===== config.mk =====
export PLATFORM = sky130hd
export DESIGN_NAME = mmss_counter
export DESIGN_NICKNAME = d
export VERILOG_FILES = /design/src/rtl/mmss_counter.sv
export SDC_FILE = /design/constraint.sdc
export NUM_CORES = 1
export LEC_CHECK = 0
export ABC_AREA = 1
export BUFFER_PORTS_ARGS = -buffer_cell sky130_fd_sc_hd__buf_2
export CORE_MARGIN = 5
export CORE_UTILIZATION = 50
export CTS_CLUSTER_DIAMETER = 40
export DETAILED_ROUTE_END_ITERATION = 10
export PLACE_DENSITY = 0.69
export SETUP_SLACK_MARGIN = 0.5
export SLEW_MARGIN = 20
export SYNTH_ARGS = -nofsm -noshare
export SYNTH_HDL_FRONTEND = slang
export SYNTH_SLANG_ARGS = --single-unit

===== constraint.sdc =====
create_clock -name clk -period 4.4 [get_ports clk]
set_input_delay 0.88 -clock clk [delete_from_list [all_inputs] [get_ports clk]]
set_output_delay 0.88 -clock clk [all_outputs]
set_load 0.01 [all_outputs]

===== src/rtl/mmss_counter.sv =====
// mmss_counter: BCD mm:ss stopwatch core with run, pause and per-field adjust modes.
module mmss_counter #(
  parameter int TENS_MAX = 5
) (
  input  logic       clk,
  input  logic       rst,
  input  logic       tick_1hz,
  input  logic       tick_2hz,
  input  logic       pause,
  input  logic       adj,
  input  logic       sel,
  input  logic       adj_b,
  input  logic       cnt_dn,
  input  logic       inc_pulse,
  input  logic       dec_pulse,
  output logic [3:0] led_0,
  output logic [3:0] led_1,
  output logic [3:0] led_2,
  output logic [3:0] led_3,
  output logic       rollover,
  output logic       zero
);
  typedef enum logic [1:0] {RUN, PAUSED, ADJUST} mode_t;
  localparam logic [7:0] FMAX = {4'(TENS_MAX), 4'd9};
  mode_t mode;
  logic [7:0] sec, min, sec_nxt, min_nxt, fnew;
  logic run_up, run_dn, btn, fstep, fdn, wrap;
  // One BCD field step, modulo (TENS_MAX+1)*10 in either direction.
  function automatic logic [7:0] step(input logic [7:0] f, input logic dn);
    logic [3:0] t, o;
    t = f[7:4];
    o = f[3:0];
    if (!dn) return (o >= 4'd9) ? ((t >= 4'(TENS_MAX)) ? 8'h00 : {t + 4'd1, 4'd0}) : {t, o + 4'd1};
    return (o == 4'd0) ? ((t == 4'd0) ? FMAX : {t - 4'd1, 4'd9}) : {t, o - 4'd1};
  endfunction
  // Mode is decoded from the live inputs so a tick in the switching cycle sees the new mode.
  always_comb begin
    mode    = adj ? ADJUST : pause ? PAUSED : RUN;
    btn     = inc_pulse | dec_pulse;
    fstep   = (mode != RUN) && (btn ? (inc_pulse ^ dec_pulse) : (mode == ADJUST && tick_2hz));
    fdn     = btn ? dec_pulse : adj_b;
    fnew    = step(sel ? min : sec, fdn);
    run_up  = mode == RUN && tick_1hz && !cnt_dn;
    run_dn  = mode == RUN && tick_1hz && cnt_dn && (sec != 8'h00 || min != 8'h00);
    wrap    = run_up && sec == FMAX && min == FMAX;
    sec_nxt = (run_up || run_dn) ? step(sec, run_dn) : (fstep && !sel) ? fnew : sec;
    min_nxt = ((run_up && sec == FMAX) || (run_dn && sec == 8'h00)) ? step(min, run_dn)
            : (fstep && sel) ? fnew : min;
  end
  always_ff @(posedge clk or negedge rst) begin
    if (!rst) begin
      sec      <= 8'h00;
      min      <= 8'h00;
      rollover <= 1'b0;
      zero     <= 1'b1;
    end else begin
      sec      <= sec_nxt;
      min      <= min_nxt;
      rollover <= wrap;
      zero     <= sec_nxt == 8'h00 && min_nxt == 8'h00;
    end
  end
  assign {led_1, led_0} = sec;
  assign {led_3, led_2} = min;
endmodule


==> flow_summary.yaml, run 1 <==
outcome:
  outcome: "completed"
power_and_ir_drop:
  peakVddDrop_mv: 0.296
  power_density_nw_per_um2: 605
  p_leak_nw: 1.50
synth:
  yosysTopAreaCell: "nand2_1"
  ys_types: 30
  synth.top_cell.area_share_pct: 19.9
  syn_nets: 463
  synth.avg_cell_area_um2: 5.86
  seq_area_frac_synth_pct: 17.8
  ys_ff_latch: 18
  synthCells: 432
  ys_warn_count: 0
  synth_area_leaders: "nand2_1, dfrtp_1, nand3_1"
  synthesis.area_um2: 2530
floorplanning:
  die_w_um: 81.2
  die-area_um2: 6590
  rows: 25
  ioPinCount: 29
  core_um2: 4820
  dieHeight_um: 81.2
  start_util_pct: 52.5
placed_design:
  dp_hpwl_um: 6280
  gp_congestion: 0.929
  placed_area_um2: 2730
  port_buffers: 28
global_routing:
  gr-total-overflow: 0
  antenna_found_initial: 0
  first_global_vias: 2808
  grt_start_max_net_pins: 19
  grt_pass1_wl_um: 13200
  grtUsageTotal_pct: 25.6
timing:
  rsz0062_at_grt: "no"
  fmax_ghz: 0.335
  fin_skew_ns: 0.00276
  hold_viol: 0
  layout_min_cycle_time_ns: 2.99
  worstMarginPinSlew_ns: 0.445
  finalCritPeriodShare_pct: 67.9
  drv_slew: 0
  setup_viol: 0
  fin_setup_tns_ns: 0
  slew_headroom_pct: 70.3
routing:
  vias_per_cell: 5.57
  via_count: 2946
  ant_nets: 0
  wl_um: 7790
  drc_errors: 0
  firstDrtPassIters: 5
  wl_per_cell_um: 14.7
  initialDrtViolationCount: 193
setup_path:
  start_kind: "primary input"
  path_max_fanout: 13
  endpoint_kind: "register"
  required_ns: 4.60
  crit_arrival_ns: 3.19
  cp_slowest_stage_delay_ns: 0.24
  path_cells: "buf_2 > inv_2 > nand2_1 > nand2_1 > inv_1 > ha_1 > inv_1 > nor2_1 > nand3_2 > nand2_2 > o21ai_1 > nand3_1 > a21oi_1 > nand2_1 > nor2_1 > nand3_1 > nor2_1"
  cp_slowest_cell: "o21ai_1"
  crit_type: "primary input to register"
clocking:
  clock_path_buffers: 2
  ctsResizeCount: 0
  cts.htree.levels: 1
  cts_root_buf: "clkbuf_8"
  postCtsHoldBufs: 0
  cts.sinks: 18
  cts.clk_slew.worst_paths_ns: 0.08
  cts-buffers-inserted: 3
  post_cts_buffers: 0
  clk-insertion-delay-late_ns: 0.26
  cts_tree: "built"
layout:
  drive_gt1_share_pct: 13.6
  final_cell_mix: "nand2_1, nand3_1, inv_1"
  layout_commonest_cell: "nand2_1"
  finalInstanceArea_um2: 2790
  n_fill_cell: 520
  seqCellArea_um2: 452
  multiInputGateArea_um2: 1840
  syn_to_final_growth_pct: 10.1
  antenna_cells: 0
  layout.nets: 494
worst_hold_path:
  hold_class: "primary input to asynchronous set/reset pin"
job:
  cap_violations: 0
## registers in the layout, summed over array words and instances, names as in the netlist
| register | flops |
|---|---|
| sec | 8 |
| zero | 1 |
| min | 8 |
| rollover | 1 |
## report_power, final
group / internal, W / total (W) / switching [W]
Sequential: 0.000229 / 0.000381 / 0.000152
Combinational: 0.000386 / 0.00116 / 0.000779
Clock: 0.0000797 / 0.000142 / 0.0000622
## cell families after synthesis
kind of cell / synth area share (%)
buffers and inverters: 9.64
and+or+nand+nor: 44.6
DFF: 17.8
adders and majority gates: 9.89
AOI/OAI and AO/OA: 15.2
xor gates and xnor gates: 2.77
## routing by layer
layer / vias up / wire, um / global-route usage, %
met5: - / 0 / 0
met2: 117 / 3470 / 41.1
met1: 1338 / 3530 / 35.7
met3: 15 / 671 / 3.33
li1: 1476 / - / -
met4: 0 / 120 / 7.26
## cells in the mapped netlist
master,count
nand2_1,134
nand3_1,60
inv_1,50
nor2_1,33
o21ai_0,33
a21oi_1,28
ha_1,20
dfrtp_1,17
inv_2,8
xor2_1,8
nand2_2,7
nand4_1,4
nand3_2,3
nor2_2,3
a21oi_2,2
a22oi_1,2
nand2_4,2
nor2_4,2
nor3_1,2
o21ai_1,2
o21ai_2,2
o22ai_1,2
and3_1,1
buf_4,1
buf_8,1
clkinv_1,1
dfstp_2,1
nand3_4,1
nor4_1,1
o211ai_1,1
## cell type report
cell class / count / share of cell area, %
inverter: 59 / 7.94
timing repair buffer: 28 / 5.03
tap: 67 / 3.01
multi-input combinational: 353 / 65.8
clock buffer: 4 / 1.97
sequential: 18 / 16.2
## through the flow
stage	instances	util [%]	power, W	hold WS (ns)	setup slack, ns
finish	529	57.9	0.00169	0.554	1.41
global route	529	57.9	0.00188	0.583	1.16
CTS	529	57.9	0.00167	0.570	1.47
detailed placement	525	56.7	0.00153	0.649	1.19
global placement	525	56.7	0.00152	0.655	1.24
floorplan	432	-	0.00118	0.584	1.86
## critical path, delay by kind of cell
kind	cells	cell delay (ns)
buf+inv	4	0.56
compound gates	2	0.46
fa+ha+maj	1	0.22
simple gates	10	1.04
## final timing paths
check | startpoint | end | slack, ns | depth (start not counted)
setup reg to reg | min[0]$_DFF_PN0_ | zero$_DFF_PN1_ | 1.87 | 15
setup / recovery | sel | zero$_DFF_PN1_ | 1.41 | 17
min in group clk | min[2]$_DFF_PN0_ | rollover$_DFF_PN0_ | 0.68 | 1
max in group asynchronous | rst | zero$_DFF_PN1_ | 3.50 | 1
hold reg to reg | min[2]$_DFF_PN0_ | rollover$_DFF_PN0_ | 0.68 | 1
hold / removal | rst | rollover$_DFF_PN0_ | 0.55 | 1
Note: power is estimated with default switching activity, not from simulation.
==> inputs of run 2 (changes only) <==
PLACE_DENSITY = 0.72   (was 0.69)
clock period = 2.7 ns   (was 4.4 ns; I/O delays follow)
==> run 2 against run 1 <==
Against the previous run: register-to-register slack lost 1.3 ns; critical path depth is the same; first-iteration DRC count grew 26%; highest routed layer unchanged; critical endpoint unchanged; combinational power grew 120%; clock skew grew 0.0046 ns; wire length grew 6.6%.
==> flow_summary.yaml, run 2 (synthesized netlist as in run 1, its figures left out) <==
timing:
  drv_slew: 0
  fin_skew_ns: 0.00736
  fin_hold_ws_ns: 0.217
  setup_viol: 0
  finalCritPeriodShare_pct: 78.8
  fmax_ghz: 0.470
  hold_viol: 0
  rsz0062_at_grt: "yes"
  worstMarginPinSlew_ns: 0.464
  slew_headroom_pct: 69.1
  layout_min_cycle_time_ns: 2.13
  fin_setup_tns_ns: 0
outcome:
  outcome: "completed"
clocking:
  cts-buffers-inserted: 3
  clk-insertion-delay-late_ns: 0.26
  cts.clk_slew.worst_paths_ns: 0.08
  cts_tree: "built"
  cts.sinks: 18
  clock_path_buffers: 2
  cts.htree.levels: 1
  cts_root_buf: "clkbuf_8"
global_routing:
  gr-total-overflow: 0
  grt_start_max_net_pins: 19
  first_global_vias: 2618
  antenna_found_initial: 0
  grtUsageTotal_pct: 24.9
  grt_pass1_wl_um: 12700
placed_design:
  placed_area_um2: 2790
  dp_cells: 532
  dp_hpwl_um: 6150
  port_buffers: 28
  gp_congestion: 0.994
routing:
  vias_per_cell: 5.52
  drc_errors: 0
  firstDrtPassIters: 5
  via_count: 3089
  wl_per_cell_um: 14.8
  initialDrtViolationCount: 244
  ant_nets: 0
  wl_um: 8300
power_and_ir_drop:
  power_density_nw_per_um2: 1010
  p_leak_nw: 1.64
  peakVddDrop_mv: 0.566
setup_path:
  reg2reg_depth: 17
  endpoint_kind: "register"
  reg2reg_setup_slack_ns: 0.57
  crit_type: "register to register"
  worstSetupStartpoint: "sec[4]$_DFF_PN0_"
  r2r_start: "sec[4]$_DFF_PN0_"
  start_kind: "register"
  path_max_fanout: 6
  reg2reg_to: "zero$_DFF_PN1_"
  crit_arrival_ns: 2.32
  required_ns: 2.90
floorplanning:
  die-area_um2: 6590
  rows: 25
  die_w_um: 81.2
  core_um2: 4820
  start_util_pct: 52.5
  ioPinCount: 29
  dieHeight_um: 81.2
layout:
  syn_to_final_growth_pct: 30.0
  stdcell_count: 560
  layout.nets: 525
  drive_gt1_share_pct: 30.8
  top_regs: "min x8, sec x8"
  final_cell_mix: "nand2_1, nand3_1, inv_1"
  finalInstanceArea_um2: 3290
  antenna_cells: 0
  layout_commonest_cell: "nand2_1"
  finish.utilization_pct: 68.3
job:
  cap_violations: 0
worst_hold_path:
  hold_class: "primary input to asynchronous set/reset pin"
==> run 2: changes by cell type in the layout (fill, tap and decap cells not counted), sizes merged <==
cell / before / now
clkinv: 1 / 0
buf: 28 / 58
nor2: 38 / 39
clkinvlp: 0 / 1
==> run 2: cell type report <==
| type | instances | area, um^2 |
|---|---|---|
| clock buffer | 4 | 55.1 |
| fill | 459 | 1530 |
| inverter | 59 | 233 |
| multi-input combinational | 354 | 2080 |
| sequential | 18 | 460 |
| tap | 67 | 83.8 |
| timing repair buffer | 58 | 379 |
==> run 2: repair_timing <==
item | in CTS | in global routing
gates cloned | 0 | 1
gates resized for setup | 21 | 59
endpoints found under the setup margin | 2 | 6
setup buffers | 6 | 17
hold buffers | 0 | 0
pin swaps | 0 | 22
==> run 2: routing by layer <==
| layer | vias up | GRT usage [%] | routed length, um |
|---|---|---|---|
| li1 | 1540 | - | - |
| met1 | 1403 | 33.6 | 3640 |
| met2 | 132 | 40.7 | 4000 |
| met3 | 14 | 3.66 | 536 |
| met4 | 0 | 8.11 | 131 |
| met5 | - | 0 | 0 |
==> run 2: report_power, final <==
part | total (W) | leakage [nW] | internal (W) | switching, W
registers | 0.000581 | 0.205 | 0.000384 | 0.000197
logic | 0.00250 | 1.41 | 0.000961 | 0.00154
clock network | 0.000231 | 0.0288 | 0.000130 | 0.000101
==> run 2: how the worst max path moves through the flow <==
| stage | to | slack [ns] | cells after the start |
|---|---|---|---|
| 2_1_floorplan | zero$_DFF_PN1_ | 0.51 | 19 |
| 3_3_place_gp | zero$_DFF_PN1_ | 0.19 | 20 |
| 3_5_place_dp | zero$_DFF_PN1_ | 0.11 | 20 |
| 4_1_cts | zero$_DFF_PN1_ | 0.50 | 14 |
| 5_1_grt | zero$_DFF_PN1_ | 0.41 | 17 |
| 6_report | zero$_DFF_PN1_ | 0.57 | 17 |
==> run 2: critical path, cell delays in order, from the launching register on <==
cell and delay, ns:
dfrtp_2 0.44, inv_2 0.07, buf_6 0.13, o21ai_4 0.15, buf_6 0.14, ha_4 0.11
inv_1 0.04, nand2_2 0.06, a21oi_2 0.06, nor2_1 0.10, nor2_1 0.06, nand2_1 0.12
nand3_1 0.09, nand2_1 0.07, nand2_1 0.06, nor2_1 0.14, nand3_1 0.09, nor2_1 0.11
==> run 2: stage by stage <==
stage	worst slack, ns	power (W)
final	0.571	0.00331
after global routing	0.408	0.00361
after CTS	0.503	0.00288
after detailed placement	0.110	0.00251
after global placement	0.187	0.00249
after floorplan	0.509	0.00193
==> inputs of run 3 (changes only) <==
ABC_AREA = 0   (was 1)
clock period = 1.7 ns   (was 2.7 ns; I/O delays follow)
==> run 3 against run 2 <==
Against the previous run: the run now fails in global routing; synthesized cell count decreased by 25%; area after synthesis increased by 1.6%.
==> flow_summary.yaml, run 3 <==
outcome:
  outcome: "did not finish"
  stop_stage: "global routing"
  tool.error: "[ERROR DPL-0038] Utilization greater than 100%, impossible to legalize"
synth:
  ys_ff_latch: 18
  yosysTopAreaCell: "dfrtp_1"
  ys_warn_count: 0
  synth.top_cell.area_share_pct: 16.5
  synthArstFlopShare_pct: 100
  synth.most_common_cell: "nor2_1"
  ys_types: 70
  syn_nets: 354
  synthesis.area_um2: 2570
  synth.avg_cell_area_um2: 7.96
  synthCells: 323
  yosys-top-cells-count: "nor2_1, nand2_1, a21oi_1, ha_1"
  seq_area_frac_synth_pct: 17.6
  synth_area_leaders: "dfrtp_1, ha_1, mux2i_1"
  synth_edf_count: 0
  synthFlopType: "dfrtp_1"
floorplanning:
  start_util_pct: 51.0
  dieHeight_um: 81.7
  ioPinCount: 29
  rows: 26
  die_w_um: 81.7
clocking:
  cts.htree.levels: 1
  postCtsHoldBufs: 0
  clock_path_buffers: 2
  cts_root_buf: "clkbuf_8"
  cts-buffers-inserted: 3
  cts.sinks: 18
global_routing:
  grt_start_max_net_pins: 19
timing:
  worst-ep-kind: "register input"
  worst_endpoint: "zero$_DFF_PN1_/D"
placed_design:
  port_buffers: 28
  dp_hpwl_um: 8080
  gp_congestion: 0.991
-- run 3: changes by cell type after synthesis, moves of 9 or more --
cell | previous run | this run
nand3_1 | 60 | 8
o21ai_0 | 33 | 14
nand2b_1 | 0 | 9
nand2_1 | 134 | 21
inv_1 | 50 | 17
nor3_1 | 2 | 11
mux2i_1 | 0 | 17
a31oi_1 | 0 | 9
nor2_1 | 33 | 24
-- run 3: through the flow --
step	setup TNS (ns)	utilization (%)	worst slack, ns	cell area [um^2]	cells
3_5_place_dp	-11.19	77.7	-1.24	3920	534
4_1_cts	-7.84	90.3	-1.02	4550	566
2_1_floorplan	-5.63	-	-1.03	2840	323
3_3_place_gp	-10.29	77.7	-1.15	3920	534
-- run 3: cell families after synthesis --
group	after synthesis	synth area share, %
AO/OA/AOI/OAI	108	29.3
XOR/XNOR	2	0.681
buffers and inverters	36	6.66
adder cells (fa/ha/maj)	20	9.73
AND/OR/NAND/NOR	118	27.7
flip-flops	18	17.6
multiplexers	21	8.37
-- run 3: repair_timing --
item | CTS
pin swaps | 11
setup buffers | 28
resized for setup | 78
setup endpoints to repair | 35
gates cloned | 0
==> inputs of run 4 (changes only) <==
CORE_UTILIZATION = 35   (was 50)
CTS_CLUSTER_DIAMETER = not set   (was 40)
PLACE_DENSITY = not set   (was 0.72)
PLACE_DENSITY_LB_ADDON = 0.15   (was not set)
SETUP_SLACK_MARGIN = not set   (was 0.5)
clock period = 2.2 ns   (was 1.7 ns; I/O delays follow)
==> run 4 against run 3 <==
Against the previous run: the flow now finishes, with violations (setup timing); area after synthesis did not move; synthesized cell count stayed put.
==> flow_summary.yaml, run 4 <==
placed_design:
  gp_congestion: 0.962
  dp_hpwl_um: 8380
  placed_area_um2: 3850
  port_buffers: 28
power_and_ir_drop:
  netSwitchingPower_w: 0.00284
  combPwrFrac_pct: 83.3
  clockPowerShare_pct: 4.3
  p_leak_nw: 1.93
  switching_share_pct: 47.9
  p_int_w: 0.00309
  seq_power_share_pct: 12.4
  power_density_nw_per_um2: 1350
  peakVddDrop_mv: 0.737
routing:
  via_count: 3329
  ant_nets: 0
  wl_per_cell_um: 18.5
  vias_per_cell: 5.69
  firstDrtPassIters: 7
  wl_um: 10800
  initialDrtViolationCount: 237
  drc_errors: 0
global_routing:
  busiest_layer: "met2"
  grt_pass1_wl_um: 16600
  use_met1_pct: 31.5
  first_global_vias: 3312
  grtUsageTotal_pct: 23.7
  grt_start_max_net_pins: 19
  gr-total-overflow: 0
  globalRouteMet2Util_pct: 39.8
  grtUsageMet3_pct: 2.42
  antenna_found_initial: 0
clocking:
  cts.sinks: 18
  cts_root_buf: "clkbuf_8"
  clk-insertion-delay-late_ns: 0.26
  cts_tree: "built"
  clock_path_buffers: 2
  postCtsHoldBufs: 0
  cts-buffers-inserted: 3
  cts.clk_slew.worst_paths_ns: 0.08
  cts.htree.levels: 1
synth:
  ys_ff_latch: 18
  synthCells: 323
  ys_types: 70
  synth.avg_cell_area_um2: 7.96
  yosys-top-cells-count: "nor2_1, nand2_1, a21oi_1, ha_1"
  synth.top_cell.area_share_pct: 16.5
  synthesis.area_um2: 2570
  seq_area_frac_synth_pct: 17.6
  synthArstFlopShare_pct: 100
  synth.most_common_cell: "nor2_1"
  synth_edf_count: 0
  ys_warn_count: 0
  synthFlopType: "dfrtp_1"
  synth_area_leaders: "dfrtp_1, ha_1, mux2i_1"
  yosysTopAreaCell: "dfrtp_1"
  syn_nets: 354
layout:
  n_fill_cell: 689
  syn_to_final_growth_pct: 70.4
  antenna_cells: 0
  layout.nets: 518
  top_regs: "min x8, sec x8"
  seqCellArea_um2: 458
  finalInstanceArea_um2: 4380
  layout_commonest_cell: "buf_4"
  finish.utilization_pct: 60.8
  drive_gt1_share_pct: 56.0
  multiInputGateArea_um2: 2390
  final_cell_mix: "buf_4, buf_2, nor2_1"
setup_path:
  crit_family: "simple AND/OR/NAND/NOR gates"
  reg2reg_depth: 10
  critPathBufInv: 0
  path_max_fanout: 5
  cp_slowest_stage_delay_ns: 0.56
  worstSetupStartpoint: "min[1]$_DFF_PN0_"
  reg2reg_to: "zero$_DFF_PN1_"
  cp_slowest_cell: "or4_4"
  path_cells: "mux2i_4 > ha_4 > nor4b_4 > nor2_4 > a32o_2 > mux2i_1 > o21ai_2 > or4_4 > nor4_4 > nor3b_2"
  crit_type: "register to register"
  start_kind: "register"
  reg2reg_setup_slack_ns: -0.65
  endpoint_kind: "register"
  required_ns: 2.38
  path_depth: 10
  crit_end: "zero$_DFF_PN1_"
  crit_arrival_ns: 3.03
  r2r_start: "min[1]$_DFF_PN0_"
timing:
  setup_slack_ns: -0.650
  fmax_ghz: 0.351
  fin_skew_ns: 0.0120
  finalCritPeriodShare_pct: 130
  layout_min_cycle_time_ns: 2.85
  setup_viol: 8
  slew_headroom_pct: 62.1
  drv_slew: 0
  rsz0062_at_grt: "yes"
  worstMarginPinSlew_ns: 0.552
  hold_viol: 0
floorplanning:
  rows: 31
  ioPinCount: 29
  die-area_um2: 9160
  core_um2: 7210
  die_w_um: 95.7
  dieHeight_um: 95.7
  start_util_pct: 35.7
outcome:
  violations: "setup timing"
  outcome: "complete, but fails checks"
job:
  cap_violations: 0
worst_hold_path:
  hold_class: "primary input to asynchronous set/reset pin"
run 4: cell counts after synthesis:
Identical to the previous run, type by type.
run 4: worst min-delay path by stage:
stage          from                  to  slack [ns]
5_1_grt         rst    min[6]$_DFF_PN0_        0.15
6_report        rst    min[7]$_DFF_PN0_        0.11
4_1_cts         rst  rollover$_DFF_PN0_        0.13
3_3_place_gp    rst    min[6]$_DFF_PN0_        0.41
2_1_floorplan   rst    min[0]$_DFF_PN0_        0.14
3_5_place_dp    rst  rollover$_DFF_PN0_        0.41
run 4: timing repair:
action,4_1_cts,5_1_grt
gates resized for setup,37,51
setup buffers,6,12
endpoints found under the setup margin,15,14
pin swaps,8,18
run 4: metal layers:
metal  part of all wire (%)  up-vias
met5                      0        -
met4                    3.7        0
met3                    5.8       29
met2                     48      151
met1                     42     1585
li1                       -     1564
run 4: power groups by stage:
stage / logic [W] / clock network (W) / registers, W
floorplan: 0.00203 / 0 / 0.000731
global placement: 0.00407 / 0 / 0.000706
detailed placement: 0.00409 / 0 / 0.000707
CTS: 0.00437 / 0.000256 / 0.000723
global route: 0.00531 / 0.000268 / 0.000751
finish: 0.00494 / 0.000256 / 0.000733
run 4: area by class of cell:
cell class	count	share of cell area, %
clock buffer	4	1.03
tap	99	2.83
inverter	17	1.46
sequential	18	10.4
timing repair buffer	178	29.8
multi-input combinational	269	54.4
run 4: through the flow:
| stage | cells | hold WS (ns) | setup TNS [ns] | total power [W] | setup WS [ns] |
|---|---|---|---|---|---|
| after floorplan | 323 | 0.144 | -0.940 | 0.00276 | -0.629 |
| after global placement | 569 | 0.405 | -5.68 | 0.00477 | -0.821 |
| after detailed placement | 569 | 0.413 | -6.20 | 0.00480 | -0.854 |
| after CTS | 578 | 0.133 | -1.28 | 0.00535 | -0.497 |
| after global routing | 585 | 0.145 | -3.11 | 0.00633 | -0.770 |
| final | 585 | 0.109 | -2.15 | 0.00593 | -0.650 |
run 4: worst reg2reg max path: stages (launching register included):
cell	delay, ns
dfrtp_2	0.48
mux2i_4	0.24
ha_4	0.20
nor4b_4	0.32
nor2_4	0.09
a32o_2	0.25
mux2i_1	0.20
o21ai_2	0.11
or4_4	0.56
nor4_4	0.14
nor3b_2	0.19
run 4: kinds of logic (layout without fill, tap and decap cells):
family                   count (synthesis)  in the layout  share of synthesized area, %
multiplexers                            21             21                          8.37
AND/OR/NAND/NOR                        118            118                          27.7
adder cells (fa/ha/maj)                 20             20                          9.73
AO/OA/AOI/OAI                          108            108                          29.3
buffers and inverters                   36            199                          6.66
XOR/XNOR                                 2              2                         0.681
flip-flops                              18             18                          17.6
